## config.mk

```make
export PLATFORM = sky130hd
export DESIGN_NAME = int_controller
export DESIGN_NICKNAME = d
export VERILOG_FILES = /design/src/rtl/int_controller_pkg.sv /design/src/rtl/int_prio_enc.sv /design/src/rtl/int_controller.sv
export SDC_FILE = /design/constraint.sdc
export NUM_CORES = 1
export LEC_CHECK = 0
export CORE_UTILIZATION = 40
export CTS_CLUSTER_DIAMETER = 50
export DETAILED_ROUTE_END_ITERATION = 12
export PLACE_DENSITY = 0.65
export SLEW_MARGIN = 15
export SYNTH_ARGS = -nofsm -noshare
export SYNTH_HDL_FRONTEND = slang
export SYNTH_SLANG_ARGS = --single-unit
```

## constraint.sdc

```tcl
create_clock -name clock -period 1.7 [get_ports clock]
set_clock_uncertainty 0.2 [all_clocks]
set_input_delay 0.17 -clock clock [delete_from_list [all_inputs] [get_ports clock]]
set_output_delay 0.17 -clock clock [all_outputs]
set_load 0.03 [all_outputs]
```

## src/rtl/int_controller_pkg.sv

```systemverilog
// Shared definitions for the interrupt controller: register window offsets
// and the dispatch state machine encoding.
package int_controller_pkg;

    localparam logic [7:0] OFF_CTRL = 8'd0;
    localparam logic [7:0] OFF_MASK = 8'd1;
    localparam logic [7:0] OFF_PEND = 8'd2;
    localparam logic [7:0] OFF_ACT  = 8'd3;
    localparam logic [7:0] OFF_VEC0 = 8'd4;

    typedef enum logic [1:0] {
        IDLE    = 2'd0,
        REQ     = 2'd1,
        SERVICE = 2'd2,
        RESUME  = 2'd3
    } state_e;

endpackage

```

## src/rtl/int_prio_enc.sv

```systemverilog
// Fixed-priority encoder: the lowest-indexed set bit of the eligible vector wins.
module int_prio_enc #(
    parameter int NUM_SRC = 4
) (
    input  logic [NUM_SRC-1:0] elig_i,
    output logic               valid_o,
    output logic [2:0]         id_o
);

    // Scan from the top down so the lowest index is the last assignment.
    always_comb begin
        valid_o = 1'b0;
        id_o    = 3'd0;
        for (int i = NUM_SRC - 1; i >= 0; i--) begin
            if (elig_i[i]) begin
                valid_o = 1'b1;
                id_o    = 3'(i);
            end
        end
    end

endmodule

```

## src/rtl/int_controller.sv

```systemverilog
// Interrupt controller: captures source edges, arbitrates by fixed priority and
// sequences the CPU interrupt entry/return handshake; configured over the data bus.
module int_controller
    import int_controller_pkg::*;
#(
    parameter int         NUM_SRC   = 4,
    parameter logic [7:0] BASE_ADDR = 8'hF0
) (
    input  logic               clock,
    input  logic               rst_n,
    input  logic [NUM_SRC-1:0] irq_src,
    input  logic               cpu_ret,
    input  logic [7:0]         bus_addr,
    input  logic               bus_w_en,
    input  logic [7:0]         bus_w_data,
    output logic [7:0]         bus_r_data,
    output logic               int_req,
    output logic [7:0]         int_en,
    output logic [7:0]         int_vec,
    output logic               busy
);

    localparam int WIN = 4 + NUM_SRC;

    state_e             state_q, state_d;
    logic               ctrl_q, ctrl_d;
    logic [NUM_SRC-1:0] mask_q, mask_d;
    logic [NUM_SRC-1:0] pend_q, pend_d;
    logic [NUM_SRC-1:0] irq_q;
    logic [7:0]         vec_q [NUM_SRC];
    logic [7:0]         vec_d [NUM_SRC];
    logic [2:0]         id_q, id_d;
    logic [7:0]         vecOut_q, vecOut_d;

    logic [7:0]         off;
    logic               inWin;
    logic               wr;
    logic [NUM_SRC-1:0] edges;
    logic [NUM_SRC-1:0] elig;
    logic               winValid;
    logic [2:0]         winId;
    logic               dispatch;

    assign off   = bus_addr - BASE_ADDR;
    assign inWin = (bus_addr >= BASE_ADDR) && (off < 8'(WIN));
    assign wr    = bus_w_en && inWin;
    assign edges = irq_src & ~irq_q;
    assign elig  = pend_q & mask_q & {NUM_SRC{ctrl_q}};

    int_prio_enc #(
        .NUM_SRC (NUM_SRC)
    ) u_prio_enc (
        .elig_i  (elig),
        .valid_o (winValid),
        .id_o    (winId)
    );

    always_ff @(posedge clock or negedge rst_n) begin
        if (!rst_n) begin
            state_q  <= IDLE;
            ctrl_q   <= 1'b0;
            mask_q   <= '0;
            pend_q   <= '0;
            irq_q    <= '0;
            vec_q    <= '{default: '0};
            id_q     <= 3'd0;
            vecOut_q <= 8'd0;
        end else begin
            state_q  <= state_d;
            ctrl_q   <= ctrl_d;
            mask_q   <= mask_d;
            pend_q   <= pend_d;
            irq_q    <= irq_src;
            vec_q    <= vec_d;
            id_q     <= id_d;
            vecOut_q <= vecOut_d;
        end
    end

    // Dispatch FSM; the winner's vector and id are frozen on leaving IDLE.
    always_comb begin
        state_d  = state_q;
        id_d     = id_q;
        vecOut_d = vecOut_q;
        dispatch = 1'b0;
        case (state_q)
            IDLE: begin
                if (winValid) begin
                    dispatch = 1'b1;
                    id_d     = winId;
                    for (int i = 0; i < NUM_SRC; i++) begin
                        if (winId == 3'(i)) begin
                            vecOut_d = vec_q[i];
                        end
                    end
                    state_d = REQ;
                end
            end
            REQ: begin
                state_d = SERVICE;
            end
            SERVICE: begin
                if (cpu_ret) begin
                    state_d = RESUME;
                end
            end
            RESUME: begin
                state_d = IDLE;
            end
            default: begin
                state_d = IDLE;
            end
        endcase
    end

    // Register writes and pending update; a fresh edge beats any clear in the same cycle.
    always_comb begin
        ctrl_d = ctrl_q;
        mask_d = mask_q;
        pend_d = pend_q;
        vec_d  = vec_q;
        if (wr) begin
            case (off)
                OFF_CTRL: ctrl_d = bus_w_data[0];
                OFF_MASK: mask_d = bus_w_data[NUM_SRC-1:0];
                OFF_PEND: pend_d = pend_q & ~bus_w_data[NUM_SRC-1:0];
                default: begin
                    for (int i = 0; i < NUM_SRC; i++) begin
                        if (off == OFF_VEC0 + 8'(i)) begin
                            vec_d[i] = bus_w_data;
                        end
                    end
                end
            endcase
        end
        if (dispatch) begin
            for (int i = 0; i < NUM_SRC; i++) begin
                if (winId == 3'(i)) begin
                    pend_d[i] = 1'b0;
                end
            end
        end
        pend_d = pend_d | edges;
    end

    always_comb begin
        bus_r_data = 8'd0;
        if (inWin) begin
            case (off)
                OFF_CTRL: bus_r_data = {7'd0, ctrl_q};
                OFF_MASK: bus_r_data = 8'(mask_q);
                OFF_PEND: bus_r_data = 8'(pend_q);
                OFF_ACT:  bus_r_data = {busy, 4'd0, id_q};
                default: begin
                    for (int i = 0; i < NUM_SRC; i++) begin
                        if (off == OFF_VEC0 + 8'(i)) begin
                            bus_r_data = vec_q[i];
                        end
                    end
                end
            endcase
        end
    end

    assign int_req = (state_q == REQ);
    assign busy    = (state_q == REQ) || (state_q == SERVICE);
    assign int_en  = {7'd0, ctrl_q};
    assign int_vec = vecOut_q;

endmodule

```

# Word level (Yosys, flattened, before mapping)
# Cells that the tools add are included.
[totals]
inputBits = 24
out_inout_bits = 26
register_bits = 58
[op_classes]
reduce_logical = 17
n_eq_ne = 15
bitwise = 8
n_mux = 30
add_sub_neg = 1
n_lt_le_gt_ge = 2
[ops]
columns = ["cell", "n"]
rows = [
  ["two-way mux 8 bit", 9],
  ["equality test 8 x 3 -> 1 bit, second input constant", 4],
  ["case mux 8 bit (4 select lines)", 1],
  ["bitwise AND 4 bit", 4],
  ["equality test 8 x 2 -> 1 bit, second input constant", 2],
  ["AND reduction 3 bit", 5],
  ["two-way mux 2 bit", 6],
  ["two-way mux 4 bit", 3],
  ["two-way mux 1 bit", 10],
  ["equality test 8 x 1 -> 1 bit, second input constant", 1],
  ["greater-or-equal comparator 8 bit, second input constant", 1],
  ["logical NOT 8 bit", 1],
  ["less-than comparator 8 x 4 -> 1 bit, second input constant", 1],
  ["NOT 4 bit", 2],
  ["case mux 2 bit (4 select lines)", 1],
  ["AND reduction 2 bit", 4],
  ["subtractor 8 bit, second input constant", 1],
  ["equality test 3 x 2 -> 1 bit, second input constant", 2],
  ["equality test 2 bit, second input constant", 2],
  ["bitwise OR 4 bit", 1],
  ["nonzero test 4 bit", 1],
  ["equality test 3 x 1 -> 1 bit, second input constant", 1],
  ["logical NOT 3 bit", 1],
  ["OR reduction 3 bit", 1],
  ["7 further kinds", 8],
]

# Logic depth before layout (Yosys ltp)
[depth]
ltp_word = 11
mapped_depth = 6

# By module
# Synthesis repeated with hierarchy kept, for this count alone.
[unflattened]
cells_unflattened = 241
area_unflattened_um2 = 3103.0
[by_module_without_submodules]
columns = ["module", "n_inst", "seq_area_each_um2", "cells_each", "area_per_inst_um2"]
rows = [
  ["int_controller", 1, 1451.4, 232, 3056.7],
  ["int_prio_enc", 1, 0.0, 9, 46.3],
]

# Least setup slack after synthesis
# Ideal clock, no wire load.
[synth_path]
path_type = "in2out"
start = "input bus_addr[0]"
end = "output bus_r_data[1]"
t_arrival_ns = 2.245
t_required_ns = 1.330
path_stages = 4
slack_ns = -0.915
cell_sequence = "buf_4 -> mux4_2 -> inv_1 -> a2111oi_0"
[synth_via]
elab_chain_len = 8
[synth_lines]
columns = ["element", "line", "source"]
rows = [
  ["from (decl)", "int_controller.sv:13", "input logic [7:0] bus_addr,"],
  ["subtractor 8 bit", "int_controller.sv:44", "assign off = bus_addr - BASE_ADDR;"],
  ["equality test 8 x 3 -> 1 bit", "int_controller.sv:156", "if (off == OFF_VEC0 + 8'(i)) begin"],
  ["two-way mux 8 bit (4 in series)", "int_controller.sv:156", ""],
  ["case mux 8 bit (4 select lines)", "int_controller.sv:149", "case (off)"],
  ["two-way mux 8 bit (*)", "int_controller.sv:148", "if (inWin) begin"],
  ["to (decl)", "int_controller.sv:16", "output logic [7:0] bus_r_data,"],
]
# Mark *: on every way between the ends. The rest lies on a longest branch, timed or not.

# Worst setup path in the final report
[layout_path]
start = "register vec_q[3] (netlist bit)"
end = "output bus_r_data[3]"
[layout_via]
elab_chain_len = 3
[layout_lines]
columns = ["element", "line", "source"]
rows = [
  ["from (decl)", "int_controller.sv:30", "logic [7:0] vec_q [NUM_SRC];"],
  ["from (signal assigned)", "int_controller.sv:74", "vec_q <= vec_d;"],
  ["two-way mux 8 bit", "int_controller.sv:156", ""],
  ["case mux 8 bit (4 select lines)", "int_controller.sv:149", ""],
  ["two-way mux 8 bit", "int_controller.sv:148", ""],
]
# Every way passes these cells.

==> impl_metrics.ini <==
[yosys]
synthDistinctLibCells = 50
synth_cells = 249
yosys_warnings = 0
synth_edf_count = 0
syn_area_per_cell_um2 = 12.24
synth_common_cells = 57 x dfrtp_1, 38 x mux2_2, 22 x nand2_1
synth.area.top_cells = dfrtp_1 47%, mux2_2 14%, mux4_2 6.7%, buf_4 3.2%, nand2_1 2.7%
synth_area_leader_cell = dfrtp_1
synth_most_common_cell = dfrtp_1
ys_ff_latch = 57
yosysTopAreaCellShare = 0.4682
syn_area_mm2 = 0.003047
synth-main-ff-cell = dfrtp_1
async_flop_share = 1.000
ys_seq_area_frac = 0.4682

[power]
clkPwrFrac = 0.338
total_power_mw = 4.077
p_leak_nw = 2.322
combPwrFrac = 0.298
internal_power_mw = 2.918
vdd_ir_drop_max_mv = 0.4240
swShare = 0.2843
power_density_mw_per_mm2 = 842.5
switching_power_mw = 1.159
seqPwrFrac = 0.364

[route]
vias = 2632
wl_per_cell_um = 17.84
vias_per_cell = 5.296
first_iter_violations = 174
drcViolationCount = 0
first_pass_iters = 4
routed_wl_um = 8864
ant_nets = 0

[floorplanning]
rows = 31
start_util = 0.4178
core-area_mm2 = 0.007292
chipHeight_um = 89.28
die_area_mm2 = 0.007970
die_w_um = 89.28
ios = 50

[worst_setup_path]
end_kind = output pin
cp_slowest_cell = mux4_2
crit_family = multiplexers
worst-path-buf-inv = 1
arrival_ns = 1.64
crit_type = register to output pin
critPathMaxStageDelay_ns = 0.49
crit_path_max_fanout = 2
crit_chain = mux4_2 > nand2_2 > o21ai_2 > and2_4 > buf_6
crit_required_ns = 1.33
startpoint_type = register

[flow_run]
drv_cap = 0

[clock_tree]
cts_tree = built
worstSkewPairLatency_ns = 0.34
clock-sinks = 57
h-tree-depth = 3
numCtsBuffers = 9
cts_buffer_depth = 2
clockRootBuffer = clkbuf_8
clk_pin_slew_worst_paths_ns = 0.07

[timing]
drv_slew = 0
setup_viol = 16
hold_viol = 0
grt_setup_unrepaired = yes
fin_ws_ns = -0.3133
fin_crit_ns = 2.013
fmaxAchievable_ghz = 0.4967
min_period_over_period = 1.184
fin_tns_setup_ns = -2.673

[placed_design]
placed_area_mm2 = 0.004253
dp_cells = 464
io_buffers = 42
dp_slack_ns = -0.9262
dpl.hpwl_um = 5921
gp_congestion = 0.8285

[grt]
antenna_found_initial = 0
grt_max_degree = 58
first_global_vias = 2694
grt_overflow_total = 0
grt_pass1_wl_um = 13810
grt_usage = 0.2439

[cells_and_area]
nets = 421
antenna_cells = 0
stdcell_count = 497
stdcell_area_mm2 = 0.004840
drive_gt1_frac = 0.5678
nFillCells = 556
area_growth_pct = 58.85

[status]
violations = negative setup slack
outcome = finished, violations left

[hold_path]
hp-class = input pin to register
==> metal layers <==
metal,global-route usage,wire (um)
met4,0.1183,203
met3,0.03786,343
met5,0,0
met2,0.3983,4388
met1,0.3186,3928
==> final timing paths <==
kind                                      start  cells past startpoint  slack (ns)                      to
setup / recovery           vec_q[3]$_DFFE_PN0P_                      5       -0.31           bus_r_data[3]
hold / removal                       irq_src[2]                      1        0.09      irq_q[2]$_DFF_PN0_
setup reg to reg            pend_q[0]$_DFF_PN0_                      5       -0.18  int_vec[4]$_DFFE_PN0P_
hold reg to reg              irq_q[3]$_DFF_PN0_                      1        0.25     pend_q[3]$_DFF_PN0_
max in group asynchronous                 rst_n                      3        0.86    vec_q[0]$_DFFE_PN0P_
min in group asynchronous                 rst_n                      3        0.20   vec_q[12]$_DFFE_PN0P_
==> power groups by stage <==
stage               registers (mW)  clock network [mW]  logic, mW
floorplan                     1.51                   0      0.525
global placement              1.50                   0      0.938
detailed placement            1.51                   0      0.953
CTS                           1.48                1.40       1.10
global route                  1.49                1.46       1.29
finish                        1.48                1.38       1.22
==> sequential cells by signal, indices dropped and copies added (netlist names) <==
name / flops
vec_q: 32
irq_q: 4
id_q: 2
pend_q: 4
state_q: 2
ctrl_q: 1
int_vec: 8
mask_q: 4
==> per-stage QoR <==
step                hold slack, ns  utilization
floorplan                  -0.3256            -
global placement         -0.004365       0.5832
detailed placement         0.01575       0.5832
CTS                        0.09210       0.6474
global route                0.1046       0.6637
finish                     0.09496       0.6637
==> repair_timing <==
item / in CTS / in global routing
gates resized for setup: 110 / 27
buffers inserted: 11 / 7
endpoints found under the hold margin: 57 / 0
pin swaps: 24 / 13
gates cloned: 1 / 0
hold buffers: 1 / 0
setup endpoints to repair: 67 / 40
==> final cells by class <==
type,instances,area [um2],share of cell area
clock buffers,10,127.6,0.02637
clock inverters,6,82.58,0.01706
inverters,7,26.28,0.005429
multi-input cells,173,1735,0.3586
flip-flops and latches,57,1426,0.2947
well taps,99,123.9,0.02559
repair buffers,145,1318,0.2722
==> layout by cell type (no fill, tap or decap), types with 7 or more instances in the layout <==
cell type,instances
a222oi_1,8
buf_4,83
buf_6,22
clkbuf_8,9
clkdlybuf4s50_1,13
conb_1,7
dfrtp_1,57
dlygate4sd2_1,13
mux2_2,35
mux4_2,9
nand2_1,20
nor2_1,11
o31ai_1,8
or2_2,8
==> kinds of logic after synthesis <==
group	Yosys count	share of synthesized area
flops	57	0.4682
mux	49	0.2140
buf+inv	25	0.04969
compound gates	42	0.1125
simple gates	71	0.1380
fa+ha+maj	4	0.01643
other cells	1	0.001231
Power figures use the tool's default switching activity.
